`src/rtl/cplx_addsub_acc.sv`:
```
// Complex add/sub/accumulate with saturating or wrapping narrowing; S1 wide result -> S2 narrowed output.
// Latency 2 edges from accept (from the in_last beat for runs); valid/ready stalls hold S2 and fill S1, then in_ready drops.
module cplx_addsub_acc #(
   parameter int W        = 13,
   parameter int GUARD    = 4,
   parameter int SATURATE = 1
) (
   input  logic         clk,
   input  logic         rst_n,
   input  logic         in_valid,
   output logic         in_ready,
   input  logic [1:0]   mode,
   input  logic         in_last,
   input  logic [W-1:0] a_real,
   input  logic [W-1:0] a_imag,
   input  logic [W-1:0] b_real,
   input  logic [W-1:0] b_imag,
   output logic         out_valid,
   input  logic         out_ready,
   output logic [W-1:0] out_real,
   output logic [W-1:0] out_imag,
   output logic         out_ovf
);

   localparam int AW = W + GUARD;
   localparam logic [W-1:0] MAXV = {1'b0, {(W-1){1'b1}}};
   localparam logic [W-1:0] MINV = {1'b1, {(W-1){1'b0}}};

   function automatic logic [AW-1:0] sext(input logic [W-1:0] v);
      return {{GUARD{v[W-1]}}, v};
   endfunction

   // In range when every bit above the W-bit sign position matches it.
   function automatic logic fits(input logic [AW-1:0] v);
      return (&v[AW-1:W-1]) || !(|v[AW-1:W-1]);
   endfunction

   function automatic logic [W-1:0] narrow(input logic [AW-1:0] v);
      if (fits(v) || SATURATE == 0) return v[W-1:0];
      return v[AW-1] ? MINV : MAXV;
   endfunction

   logic          s1_vld_q, s1_vld_d;
   logic [AW-1:0] s1_re_q, s1_re_d, s1_im_q, s1_im_d;
   logic [AW-1:0] acc_re_q, acc_re_d, acc_im_q, acc_im_d;
   logic          first_q, first_d;
   logic          out_vld_q, out_vld_d;
   logic [W-1:0]  out_re_q, out_re_d, out_im_q, out_im_d;
   logic          ovf_q, ovf_d;

   logic          en, fire, is_acc, is_sub;
   logic [AW-1:0] a_re_x, a_im_x, b_re_x, b_im_x;
   logic [AW-1:0] sum_re, sum_im, acc_nx_re, acc_nx_im;

   always_comb begin
      en        = !out_vld_q || out_ready;
      in_ready  = !s1_vld_q || en;
      fire      = in_valid && in_ready;
      is_acc    = (mode == 2'b10);
      is_sub    = (mode == 2'b01);
      a_re_x    = sext(a_real);
      a_im_x    = sext(a_imag);
      b_re_x    = sext(b_real);
      b_im_x    = sext(b_imag);
      sum_re    = is_sub ? a_re_x - b_re_x : a_re_x + b_re_x;
      sum_im    = is_sub ? a_im_x - b_im_x : a_im_x + b_im_x;
      acc_nx_re = (first_q ? '0 : acc_re_q) + a_re_x;
      acc_nx_im = (first_q ? '0 : acc_im_q) + a_im_x;

      s1_vld_d  = s1_vld_q;
      s1_re_d   = s1_re_q;
      s1_im_d   = s1_im_q;
      acc_re_d  = acc_re_q;
      acc_im_d  = acc_im_q;
      first_d   = first_q;
      out_vld_d = out_vld_q;
      out_re_d  = out_re_q;
      out_im_d  = out_im_q;
      ovf_d     = ovf_q;

      if (en) begin
         out_vld_d = s1_vld_q;
         if (s1_vld_q) begin
            out_re_d = narrow(s1_re_q);
            out_im_d = narrow(s1_im_q);
            ovf_d    = !fits(s1_re_q) || !fits(s1_im_q);
         end
         s1_vld_d = 1'b0;
      end

      // Drain above, reload below: both may happen in one cycle.
      if (fire) begin
         if (!is_acc) begin
            s1_vld_d = 1'b1;
            s1_re_d  = sum_re;
            s1_im_d  = sum_im;
         end else if (in_last) begin
            s1_vld_d = 1'b1;
            s1_re_d  = acc_nx_re;
            s1_im_d  = acc_nx_im;
            first_d  = 1'b1;
         end else begin
            acc_re_d = acc_nx_re;
            acc_im_d = acc_nx_im;
            first_d  = 1'b0;
         end
      end
   end

   always_ff @(posedge clk or negedge rst_n) begin
      if (!rst_n) begin
         s1_vld_q  <= 1'b0;
         s1_re_q   <= '0;
         s1_im_q   <= '0;
         acc_re_q  <= '0;
         acc_im_q  <= '0;
         first_q   <= 1'b1;
         out_vld_q <= 1'b0;
         out_re_q  <= '0;
         out_im_q  <= '0;
         ovf_q     <= 1'b0;
      end else begin
         s1_vld_q  <= s1_vld_d;
         s1_re_q   <= s1_re_d;
         s1_im_q   <= s1_im_d;
         acc_re_q  <= acc_re_d;
         acc_im_q  <= acc_im_d;
         first_q   <= first_d;
         out_vld_q <= out_vld_d;
         out_re_q  <= out_re_d;
         out_im_q  <= out_im_d;
         ovf_q     <= ovf_d;
      end
   end

   assign out_valid = out_vld_q;
   assign out_real  = out_re_q;
   assign out_imag  = out_im_q;
   assign out_ovf   = ovf_q;

endmodule

```
`config.mk`:
```
export PLATFORM = sky130hd
export DESIGN_NAME = cplx_addsub_acc
export DESIGN_NICKNAME = d
export VERILOG_FILES = /design/src/rtl/cplx_addsub_acc.sv
export SDC_FILE = /design/constraint.sdc
export NUM_CORES = 1
export LEC_CHECK = 0
export ABC_AREA = 0
export CAP_MARGIN = 10
export CORE_MARGIN = 1.5
export CORE_UTILIZATION = 40
export CTS_BUF_LIST = sky130_fd_sc_hd__clkbuf_4 sky130_fd_sc_hd__clkbuf_8
export DETAILED_ROUTE_END_ITERATION = 10
export HOLD_SLACK_MARGIN = 0.03
export PLACE_DENSITY = 0.71
export SYNTH_ARGS = -nofsm -noshare
export SYNTH_HDL_FRONTEND = slang
export SYNTH_SLANG_ARGS = --single-unit
```
`constraint.sdc`:
```
create_clock -name clk -period 2.92 [get_ports clk]
set_input_delay 0.584 -clock clk [delete_from_list [all_inputs] [get_ports clk]]
set_output_delay 0.584 -clock clk [all_outputs]
set_load 0.1 [all_outputs]
```
==> impl_metrics.toml <==
[setup_path]
rr_endpoint = "s1_re_q[15]"
cp.arrival_ps = 3300
regToRegSetupSlack_ps = 20
r2r_start = "first_q"
cp_max_fo = 4
worstRegToRegCells = 10
endpoint_kind = "flip-flop"
startpoint_type = "input pin"
cp.required_ps = 3170
worstSetupPathType = "input pin to flip-flop"

[synth]
ys_ff_latch = 98
ys_seq_area_share_pct = 33.25
syn_area_um2 = 7378
synthCells = 828
yosysWarnings = 0
async_reset_ff_share_pct = 100.0
synth-edff-count = 0
yosysUniqueCellTypes = 69
ys.flop_type = "dfrtp_1"
syn_nets = 951
syn_area_per_cell_um2 = 8.911

[power]
p_sw_mw = 4.242
leakage_nw = 4.975
vdd_ir_drop_max_uv = 853.7
combinationalPowerShare_pct = 64.5
power_mw = 8.887
powerDensity_nw_per_um2 = 834.6
p_int_mw = 4.645
seqPwrFrac_pct = 25.5
swShare_pct = 47.73
clock_power_share_pct = 10.0

[clock_network]
htree_levels = 3
cts_tree = "yes"
cts_sinks = 98
root_buffer = "clkbuf_8"
path_clk_slew_ps = 90
clock_latency_ps = 360
ctsLongestPathBuffers = 2
numCtsBuffers = 9

[global_routing]
grt_use_met2_pct = 33.85
grt_pass1_vias = 7043
track_usage_pct = 21.34
grt_first_pass_wirelength_mm = 33.98
grt.busiest_layer = "met2"
grt_max_degree = 63
antenna_found_initial = 0
globalRouteMet3Util_pct = 2.486
use_met1_pct = 30.60
overflow = 0

[finish]
layout-drive-gt1-share_pct = 32.64
post-route-util_pct = 59.07
diodes = 0
mostFrequentLayoutCell = "buf_4"
final-instance-count-excl-fill = 1341
area_delta_synth_final_pct = 44.31
final_cell_area_um2 = 10650
nFillCells = 1578
fin_nets = 1230
final_cell_mix = "buf_4 (230), dfrtp_1 (96), nand2_1 (77)"
multiInputGateArea_um2 = 5199
seq_area_um2 = 2457

[sta]
finalHoldViolCount = 0
period_minus_slack_ps = 3055
setup_violations = 12
layout_setup_ws_ps = -134.9
fmax_ghz = 0.3273
drv_slew = 0
tns_ps = -888.8
fin_skew_ps = 10.41
max-slew-margin-rel_pct = 41.66
period_share_pct = 104.6
worst_slew_pin_slew_ps = 871.9
rsz0062_at_grt = "true"

[placed_design]
place_area_um2 = 9822
dp_hpwl_mm = 15.97
port_buffers = 87
placed_cells = 1300
routabilityCongestion = 0.9166

[min_path]
min_path_type = "input pin to async pin"

[die]
core-area_um2 = 18020
initial_core_util_pct = 40.93
die_w_um = 138.8
die_area_um2 = 19270
pin_count = 88
dieHeight_um = 138.8
rows = 49

[routing]
drt-vias-per-instance = 5.296
postRouteAntennaNets = 0
drc_errors = 0
dr_total_vias = 7102
wl_mm = 20.88
avgRoutedWirePerCell_um = 15.57
drt_pass1_iterations = 5
drtIter0Drc = 293

[run_status]
violations = "negative setup slack"
outcome = "finished, violations left"

[job]
max_cap_viol_count = 0
[Yosys cell counts, drive strengths merged (2+ instances only)]
| cell type | number | area, µm² |
|---|---|---|
| dfrtp | 97 | 2427 |
| a21oi | 89 | 445.4 |
| o21ai | 85 | 429.2 |
| nand2 | 80 | 302.8 |
| nor2 | 62 | 235.2 |
| ha | 60 | 750.7 |
| xnor2 | 49 | 436.7 |
| nor2b | 41 | 256.5 |
| mux2 | 27 | 304.0 |
| a21o | 25 | 187.7 |
| xor2 | 25 | 219.0 |
| clkbuf | 24 | 90.09 |
| nor3 | 14 | 70.07 |
| o21a | 13 | 97.59 |
| inv | 12 | 45.04 |
| a31oi | 11 | 68.82 |
| a211oi | 10 | 75.07 |
| a221o | 9 | 90.09 |
| nand3 | 9 | 45.04 |
| nand2b | 8 | 50.05 |
| o31ai | 7 | 66.31 |
| buf | 6 | 27.53 |
| o211ai | 5 | 47.54 |
| o21bai | 5 | 37.54 |
| or3 | 5 | 31.28 |
| a211o | 4 | 35.03 |
| and3 | 4 | 25.02 |
| fa | 4 | 80.08 |
| nor4 | 4 | 46.29 |
| a2bb2oi | 3 | 32.53 |
| or4 | 3 | 26.27 |
| a21boi | 2 | 15.02 |
| a221oi | 2 | 23.77 |
| a31o | 2 | 17.52 |
| mux2i | 2 | 20.02 |
| nand4 | 2 | 12.51 |
| o22ai | 2 | 12.51 |
[metal layers]
| metal | up-vias | share of wire, % |
|---|---|---|
| met3 | 28 | 4.5 |
| met2 | 190 | 45 |
| met1 | 3327 | 48 |
| met5 | - | 0 |
| li1 | 3557 | - |
| met4 | 0 | 2.1 |
[cells by family after synthesis]
family                     share of synthesized area [%]
muxes                                              4.392
and+or+nand+nor                                    15.77
AOI/OAI and AO/OA                                  24.23
xor gates and xnor gates                           8.886
buffers and inverters                              2.205
adders and majority gates                          11.26
DFF                                                33.25
[critical path: stages]
cell and delay [ps]:
buf_6 90, or4_4 540, nor4_4 160, nand2_1 120
o21ai_1 180, xor2_1 180, ha_1 300, a21oi_2 180
o21ai_2 80, buf_4 130, nor2b_1 90, a21oi_1 90
xnor2_1 220, nor2_2 90, a221o_1 260
[sequential cells by signal, summed over array words and instances, names as in the netlist]
name	flops
acc_im_q	17
acc_re_q	17
first_q	1
out_imag	13
out_ovf	1
out_real	13
out_valid	1
s1_im_q	17
s1_re_q	17
s1_vld_q	1
[how the worst max path moves through the flow]
| stage | endpoint | depth (start not counted) | slack, ps | startpoint |
|---|---|---|---|---|
| 2_1_floorplan | s1_im_q[13] | 13 | -340 | b_imag[5] |
| 3_3_place_gp | s1_im_q[14] | 14 | -860 | b_imag[5] |
| 3_5_place_dp | s1_im_q[14] | 14 | -920 | b_imag[5] |
| 4_1_cts | s1_im_q[16] | 14 | -190 | b_imag[2] |
| 5_1_grt | s1_im_q[16] | 15 | -350 | b_imag[4] |
| 6_report | s1_im_q[16] | 15 | -130 | b_imag[4] |
[power by group through the flow]
stage	clock network, mW	registers, mW	logic [mW]
2_1_floorplan	0	3.55	2.42
3_3_place_gp	0	2.25	5.31
5_1_grt	0.964	2.34	6.17
4_1_cts	0.920	2.26	5.48
3_5_place_dp	0	2.29	5.40
6_report	0.890	2.26	5.73
[cell type report]
cell class / instances / area share, %
Multi-Input combinational cell: 688 / 48.83
Timing Repair Buffer: 298 / 23.14
Sequential cell: 98 / 23.08
Tap cell: 229 / 2.691
Clock buffer: 13 / 1.445
Inverter: 12 / 0.4230
Clock inverter: 3 / 0.3995
[stage by stage]
stage               hold WS [ps]  setup WS [ps]
floorplan                  288.4         -343.3
detailed placement         471.9         -917.0
CTS                        180.8         -190.4
global placement           460.6         -858.4
global route               205.9         -346.3
finish                     173.9         -134.9
[timing repair]
| action | 4_1_cts | 5_1_grt |
|---|---|---|
| pin swaps | 45 | 64 |
| endpoints found under the setup margin | 20 | 28 |
| setup buffers | 10 | 16 |
| hold buffers | 0 | 0 |
| resized for setup | 70 | 72 |
(Power assumes the default switching activity.)
